### src/rtl/z80_irq_pkg.sv
// Shared types and constants for the Z80 interrupt controller.
package z80_irq_pkg;

   typedef enum logic {
      IDLE  = 1'b0,
      OFFER = 1'b1
   } irq_state_e;

   localparam logic [1:0] IM0 = 2'd0;
   localparam logic [1:0] IM1 = 2'd1;
   localparam logic [1:0] IM2 = 2'd2;

endpackage

### src/rtl/z80_sync_edge.sv
// Two-flop synchronizer for an active-low async pin, plus a falling-edge pulse
// derived from the synchronized level.
module z80_sync_edge (
   input  logic clk,
   input  logic reset,
   input  logic din,
   output logic sync,
   output logic fall
);

   logic meta;
   logic prev;

   // Flops reset high so a pin held inactive never produces a spurious edge.
   always_ff @(posedge clk or posedge reset) begin
      if (reset) begin
         meta <= 1'b1;
         sync <= 1'b1;
         prev <= 1'b1;
      end else begin
         meta <= din;
         sync <= meta;
         prev <= sync;
      end
   end

   assign fall = prev & ~sync;

endmodule

### src/rtl/z80_irq_ctrl.sv
// Z80 interrupt controller: IFF1/IFF2, IM mode, EI shadow, HALT tracking and
// the offer/acknowledge handshake with the instruction sequencer.
module z80_irq_ctrl
   import z80_irq_pkg::*;
(
   input  logic       clk,
   input  logic       reset,
   input  logic       int_n,
   input  logic       nmi_n,
   input  logic       insn_done,
   input  logic       insn_ei,
   input  logic       insn_di,
   input  logic       insn_retn,
   input  logic       insn_halt,
   input  logic       insn_im,
   input  logic [1:0] insn_im_mode,
   input  logic       irq_ack,
   output logic       irq_take,
   output logic       irq_nmi,
   output logic [1:0] irq_mode,
   output logic       iff1,
   output logic       iff2,
   output logic       halted
);

   irq_state_e state, state_nxt;

   logic int_meta, int_sync;
   logic nmi_sync, nmi_fall;
   logic nmi_pending;
   logic ei_shadow;
   logic hit, hit_nmi;
   logic idle_done, ack_ok;
   logic mask_block, iff1_eff;

   z80_sync_edge u_nmi_sync (
      .clk   (clk),
      .reset (reset),
      .din   (nmi_n),
      .sync  (nmi_sync),
      .fall  (nmi_fall)
   );

   always_ff @(posedge clk or posedge reset) begin
      if (reset) begin
         int_meta <= 1'b1;
         int_sync <= 1'b1;
      end else begin
         int_meta <= int_n;
         int_sync <= int_meta;
      end
   end

   assign idle_done = (state == IDLE) && insn_done;
   assign ack_ok    = (state == OFFER) && irq_ack;

   // EI blocks its own boundary and the next; DI takes effect at its own.
   assign mask_block = ei_shadow | (insn_done & insn_ei);
   assign iff1_eff   = iff1 & ~(insn_done & insn_di);

   always_ff @(posedge clk or posedge reset) begin
      if (reset) state <= IDLE;
      else       state <= state_nxt;
   end

   always_comb begin
      state_nxt = state;
      hit       = 1'b0;
      hit_nmi   = 1'b0;
      case (state)
         IDLE: begin
            if (insn_done || halted) begin
               if (nmi_pending) begin
                  hit     = 1'b1;
                  hit_nmi = 1'b1;
               end else if (!int_sync && iff1_eff && !mask_block) begin
                  hit = 1'b1;
               end
            end
            if (hit) state_nxt = OFFER;
         end
         OFFER: begin
            if (irq_ack) state_nxt = IDLE;
         end
         default: state_nxt = IDLE;
      endcase
   end

   assign irq_take = (state == OFFER);

   always_ff @(posedge clk or posedge reset) begin
      if (reset) begin
         irq_nmi     <= 1'b0;
         irq_mode    <= IM0;
         iff1        <= 1'b0;
         iff2        <= 1'b0;
         halted      <= 1'b0;
         nmi_pending <= 1'b0;
         ei_shadow   <= 1'b0;
      end else begin
         if (hit) irq_nmi <= hit_nmi;

         // A fresh edge wins over a simultaneous NMI acknowledge.
         if (nmi_fall)                nmi_pending <= 1'b1;
         else if (ack_ok && irq_nmi)  nmi_pending <= 1'b0;

         if (idle_done) ei_shadow <= insn_ei;

         if (idle_done) begin
            if (insn_ei) begin
               iff1 <= 1'b1;
               iff2 <= 1'b1;
            end else if (insn_di) begin
               iff1 <= 1'b0;
               iff2 <= 1'b0;
            end else if (insn_retn) begin
               iff1 <= iff2;
            end
         end else if (ack_ok) begin
            if (irq_nmi) begin
               iff2 <= iff1;
               iff1 <= 1'b0;
            end else begin
               iff1 <= 1'b0;
               iff2 <= 1'b0;
            end
         end

         if (idle_done && insn_im && insn_im_mode != 2'd3) irq_mode <= insn_im_mode;

         if (idle_done && insn_halt) halted <= 1'b1;
         else if (ack_ok)            halted <= 1'b0;
      end
   end

endmodule

### config.mk
export PLATFORM = sky130hd
export DESIGN_NAME = z80_irq_ctrl
export DESIGN_NICKNAME = d
export VERILOG_FILES = /design/src/rtl/z80_irq_pkg.sv /design/src/rtl/z80_sync_edge.sv /design/src/rtl/z80_irq_ctrl.sv
export SDC_FILE = /design/constraint.sdc
export NUM_CORES = 1
export LEC_CHECK = 0
export BUFFER_PORTS_ARGS = -buffer_cell sky130_fd_sc_hd__buf_2
export CAP_MARGIN = 40
export CORE_AREA = 8 8 45 47
export CTS_BUF_LIST = sky130_fd_sc_hd__clkbuf_4
export DETAILED_ROUTE_END_ITERATION = 8
export DIE_AREA = 0 0 53 55
export PLACE_DENSITY = 0.7
export SLEW_MARGIN = 0
export SYNTH_ARGS = -nofsm -noshare
export SYNTH_HDL_FRONTEND = slang
export SYNTH_HIERARCHICAL = 1
export SYNTH_SLANG_ARGS = --single-unit
### constraint.sdc
create_clock -name clk -period 1.7 [get_ports clk]
set_input_delay 0.51 -clock clk [delete_from_list [all_inputs] [get_ports clk]]
set_output_delay 0.51 -clock clk [all_outputs]
set_load 0.01 [all_outputs]
==> impl_metrics.yaml, run 1 <==
run_status:
  outcome: "complete, no violations"
timing:
  tightest_slew_ns: 0.4034
  setup_viol: 0
  min_period_ns: 1.468
  slew_headroom_pct: 73.08
  rsz0062_at_grt: "false"
  fin_tns_setup_ns: 0
  skew_ns: 0.002277
  slew_viol_final: 0
  fin_crit_sh_pct: 86.33
  finalHoldViolCount: 0
  max_freq_mhz: 681.4
finish:
  finalNetCount: 85
  layout.cells.non_filler: 87
  final_area_um2: 724.4
  drive_above_1_share_pct: 45.07
  area_delta_synth_final_pct: 22.67
  utilization_pct: 52.35
  nFillCells: 137
  diodes: 0
die:
  dieArea_um2: 2915
  rows: 14
  die_h_um: 55
  dieWidth_um: 53
  ioPinCount: 20
  start_util_pct: 42.68
  core_um2: 1384
global_routing:
  gr-total-overflow: 0
  track_usage_pct: 8.854
  grt_pass1_vias: 459
  grt_pass1_wl_um: 1904
  grt_max_degree: 12
  antenna_found_initial: 0
critical_path:
  cpPeakStageDelay_ns: 0.50
  crit_start: "irq_take$_DFF_PP0_"
  path_depth: 1
  worst-r2r-cell-count: 3
  cp_slowest_cell: "dfrtp_1"
  crit_chain: "buf_2"
  cp.required_ns: 1.19
  timing.rr.start: "irq_take$_DFF_PP0_"
  cp.arrival_ns: 0.96
  worst-r2r-setup-slack_ns: 0.51
  path_buf_inv: 1
  worstSetupStartpointType: "register"
  critical_path_class: "reg -> out"
  rr_endpoint: "iff2$_DFFE_PP0P_"
  worstSetupEndpointType: "output port"
  crit_end: "irq_take"
  crit_family: "flip-flops"
  critical_path.max_fanout: 11
synthesis:
  yosysSeqAreaShare_pct: 60.38
  synth_top_area_cell: "dfrtp_1"
  synthesis.instances: 49
  synth_top_family_by_area: "compound AO/OA/AOI/OAI gates"
  yosys.area_share.simple_pct: 14.19
  synth_area_per_cell_um2: 12.05
  synth-main-ff-cell: "dfrtp_1"
  synth_compound_area_share_pct: 18.43
  yosysMostFrequentCell: "dfrtp_1"
  synthTopCellsByCount: "dfrtp_1 (9), dfstp_2 (5), inv_1 (4), nand2_1 (4), nor2_1 (4)"
  syn_area_um2: 590.6
  synthArstFlopShare_pct: 100.0
  synth_fp_nets: 62
  synthAdderAreaFrac_pct: 0
  synth_mux_area_share_pct: 2.542
  yosysWarnings: 6
  synth_xor_area_share_pct: 0
  ys_ff_latch: 14
  ys_top_cells_by_area: "dfrtp_1 (38%), dfstp_2 (22%), a22o_1 (3.0%)"
  synth_top_area_share_pct: 38.14
  synth_edf_count: 0
  synthDistinctLibCells: 23
clocking:
  postCtsSetupRepairBufs: 0
  worst_skew_pair.late_latency_ns: 0.26
  htreeDepth: 1
  cts_tree: "done"
  cts_inserted_buffers: 3
  cts_resized: 0
  cts_hold_buffers: 0
  path_clk_slew_ns: 0.07
  clock-root-buffer: "clkbuf_4"
  clock_sinks: 14
  cts.path.max_buffers: 2
placed_design:
  dpl.hpwl_um: 952.3
  portBuffers: 19
  gp_congestion: 0.8634
  place_area_um2: 694.4
  place_inst: 83
routing:
  dr.pass1.iters: 4
  drt_iter0_markers: 4
  routed_via_density: 4.805
  vias: 418
  wl_per_cell_um: 12.86
  drt_wl_total_um: 1119
  ant_nets: 0
  drc: 0
hold_path:
  hp-class: "in -> async"
pwr:
  p_per_area_nw_per_um2: 1540
  leakage_uw: 0.0003649
  irDropWorstVdd_mv: 0.7235
run:
  maxCapViolCount: 0
worst min-delay path by stage:
stage	cells past startpoint	start	slack [ns]	to
floorplan	0	int_meta$_DFF_PP1_	0.35	int_sync$_DFF_PP1_
global placement	0	u_nmi_sync/meta$_DFF_PP1_	0.35	u_nmi_sync/sync$_DFF_PP1_
detailed placement	0	int_meta$_DFF_PP1_	0.35	int_sync$_DFF_PP1_
CTS	2	reset	0.23	nmi_pending$_DFFE_PP0P_
global route	2	reset	0.26	iff2$_DFFE_PP0P_
finish	2	reset	0.22	nmi_pending$_DFFE_PP0P_
routing by layer:
metal / GRT usage [%] / share of wire (%) / up-vias
li1: - / - / 218
met1: 9.291 / 44 / 186
met2: 15.04 / 46 / 12
met3: 4.813 / 9.9 / 2
met4: 2.586 / 0.45 / 0
met5: 0 / 0 / -
state kept, by name, indices dropped and copies added, names as in the netlist:
name,flops
irq_mode,2
u_nmi_sync/meta,1
irq_nmi,1
iff1,1
int_meta,1
u_nmi_sync/sync,1
nmi_pending,1
u_nmi_sync/prev,1
halted,1
iff2,1
irq_take,1
ei_shadow,1
int_sync,1
where the power goes:
part	internal [µW]	switching, µW
sequential	445	101
combinational	196	177
clock	107	89.2
cells by family (layout without fill, tap and decap cells):
family	after synthesis	in the layout
buf+inv	5	27
mux	1	1
simple gates	15	15
flops	14	14
compound gates	14	14
placed cells by master (no fill, tap or decap), drive strengths merged:
master	instances
a21o	1
nand2b	1
a311oi	1
nor2b	1
a31oi	1
dfstp	5
mux2	1
nand3	1
o21ai	4
buf	19
inv	4
and2b	1
dfrtp	9
clkbuf	4
o31ai	1
nand4	1
nand2	4
nand3b	2
a22o	2
nor2	4
o21ba	1
o22ai	1
o22a	2
final cells by class:
cell class	instances	area (µm²)	area share (%)
clock buffers	4	30.03	4.145
inverters	4	15.01	2.073
multi-input cells	30	207.7	28.67
flip-flops and latches	14	356.6	49.22
well taps	16	20.02	2.763
repair buffers	19	95.09	13.13
metrics by stage:
stage          worst slack (ns)  power, µW  hold WS (ns)
5_1_grt                  0.1573       1204        0.2576
4_1_cts                  0.2121       1141        0.2285
3_3_place_gp             0.3834      926.4        0.3473
3_5_place_dp             0.3586      937.5        0.3475
6_report                 0.2324       1116        0.2246
2_1_floorplan            0.5337      805.8        0.3452
(Power assumes the default switching activity.)
==> inputs of run 2 (changes only) <==
--- a/config.mk
+++ b/config.mk
@@ -7,11 +7,13 @@
 export LEC_CHECK = 0
 export BUFFER_PORTS_ARGS = -buffer_cell sky130_fd_sc_hd__buf_2
 export CAP_MARGIN = 40
-export CORE_AREA = 8 8 45 47
+export CELL_PAD_IN_SITES_DETAIL_PLACEMENT = 1
+export CELL_PAD_IN_SITES_GLOBAL_PLACEMENT = 1
+export CORE_AREA = 8 8 47 49
 export CTS_BUF_LIST = sky130_fd_sc_hd__clkbuf_4
 export DETAILED_ROUTE_END_ITERATION = 8
-export DIE_AREA = 0 0 53 55
-export PLACE_DENSITY = 0.7
+export DIE_AREA = 0 0 55 57
+export PLACE_DENSITY = 0.8
 export SLEW_MARGIN = 0
 export SYNTH_ARGS = -nofsm -noshare
 export SYNTH_HDL_FRONTEND = slang
==> run 2 against run 1 <==
  * Core utilization decreased by 6.3 points
  * Sequential cell count did not move
  * Combinational power hardly changed
  * Via count is 6.9% higher
  * Count of clock-buffer cells in the layout did not move
  * Total power grew 1.8%
  * Register-to-register slack lost 0.04 ns
  * Cell count up 1.1%
  * Worst setup slack lost 0.047 ns
  * Critical endpoint unchanged
  * Largest power group unchanged
  * Highest routed layer is now met3
==> impl_metrics.yaml, run 2 (synthesized netlist as in run 1, its figures left out) <==
routing:
  drt_iter0_markers: 3
  wl_per_cell_um: 13.86
  vias: 447
  drc: 0
  ant_nets: 0
  drt_wl_total_um: 1220
  dr.pass1.iters: 3
  routed_via_density: 5.080
clocking:
  clock-root-buffer: "clkbuf_4"
  cts_resized: 0
  cts.path.max_buffers: 2
  cts_tree: "done"
  path_clk_slew_ns: 0.09
  cts_hold_buffers: 0
  worst_skew_pair.late_latency_ns: 0.28
  cts_inserted_buffers: 3
  htreeDepth: 1
  postCtsSetupRepairBufs: 0
  clock_sinks: 14
placed_design:
  gp_congestion: 0.8035
  place_area_um2: 695.7
  dpl.hpwl_um: 992.5
  portBuffers: 19
  place_inst: 84
critical_path:
  timing.rr.start: "irq_take$_DFF_PP0_"
  cp_slowest_cell: "dfrtp_1"
  crit_chain: "buf_2"
  path_buf_inv: 1
  worst-r2r-setup-slack_ns: 0.47
  worstSetupStartpointType: "register"
  cpPeakStageDelay_ns: 0.53
  cp.arrival_ns: 1.00
  cp.required_ns: 1.19
  critical_path.max_fanout: 11
  critical_path_class: "reg -> out"
  rr_endpoint: "iff2$_DFFE_PP0P_"
  worst-r2r-cell-count: 3
  crit_family: "flip-flops"
  worstSetupEndpointType: "output port"
finish:
  largest_reg_flops: 2
  final_cell_mix: "buf_2 (19), dfrtp_1 (9), dfstp_2 (5)"
  utilization_pct: 46.03
  layout.cells.non_filler: 88
  regMostFlops: "irq_mode"
  final_common_cell: "buf_2"
  final_area_um2: 725.7
  finalNetCount: 85
  area_delta_synth_final_pct: 22.88
  drive_above_1_share_pct: 45.07
  diodes: 0
timing:
  min_period_ns: 1.515
  max_freq_mhz: 660.3
  tightest_slew_ns: 0.3929
  slew_headroom_pct: 73.78
  setup_viol: 0
  fin_crit_sh_pct: 89.09
  fin_tns_setup_ns: 0
  rsz0062_at_grt: "false"
  skew_ns: 0.01234
  slew_viol_final: 0
  finalHoldViolCount: 0
die:
  rows: 15
  ioPinCount: 20
  core_um2: 1577
  die_h_um: 57
  dieArea_um2: 3135
  start_util_pct: 37.46
  dieWidth_um: 55
run:
  maxCapViolCount: 0
hold_path:
  hp-class: "in -> async"
global_routing:
  grt_max_degree: 12
  antenna_found_initial: 0
  grt_pass1_vias: 476
  grt_pass1_wl_um: 2083
  gr-total-overflow: 0
  track_usage_pct: 8.757
pwr:
  power_uw: 1136
  irDropWorstVdd_mv: 0.6814
  p_per_area_nw_per_um2: 1566
  leakage_uw: 0.0003649
run_status:
  outcome: "complete, no violations"
==> run 2: cell counts in the layout (fill, tap and decap cells not counted) <==
Identical to the previous run, type by type.
==> run 2: how the worst max path moves through the flow <==
stage	start	endpoint	depth (start not counted)
2_1_floorplan	irq_take$_DFF_PP0_	iff2$_DFFE_PP0P_	4
4_1_cts	irq_take$_DFF_PP0_	irq_take	1
6_report	irq_take$_DFF_PP0_	irq_take	1
3_3_place_gp	insn_done	iff2$_DFFE_PP0P_	4
3_5_place_dp	insn_done	iff2$_DFFE_PP0P_	4
5_1_grt	irq_take$_DFF_PP0_	irq_take	1
==> run 2: layout make-up <==
cell class                 count  area (µm²)
fill                         186       850.8
timing repair buffer          19       95.09
multi-input combinational     30       207.7
inverter                       4       15.01
clock buffer                   4       30.03
sequential                    14       356.6
tap                           17       21.27
==> run 2: routing by layer <==
| layer | part of all wire (%) | vias up | GRT usage (%) | wire length (µm) |
|---|---|---|---|---|
| li1 | - | 216 | - | - |
| met1 | 45 | 218 | 11.94 | 550 |
| met2 | 45 | 13 | 12.80 | 550 |
| met3 | 9.8 | 0 | 3.117 | 119 |
| met4 | 0 | 0 | 2.062 | 0 |
| met5 | 0 | - | 0 | 0 |
==> run 2: where the power goes <==
group	internal, µW	switching (µW)
registers	445	105
logic	196	180
clock network	107	105
total	747	389
==> run 2: per-stage QoR <==
| step | setup WS, ns | hold WS, ns |
|---|---|---|
| after floorplan | 0.5337 | 0.3452 |
| after global placement | 0.3739 | 0.3463 |
| after detailed placement | 0.3350 | 0.3485 |
| after CTS | 0.1793 | 0.2181 |
| after global routing | 0.1429 | 0.2368 |
| final | 0.1854 | 0.2047 |
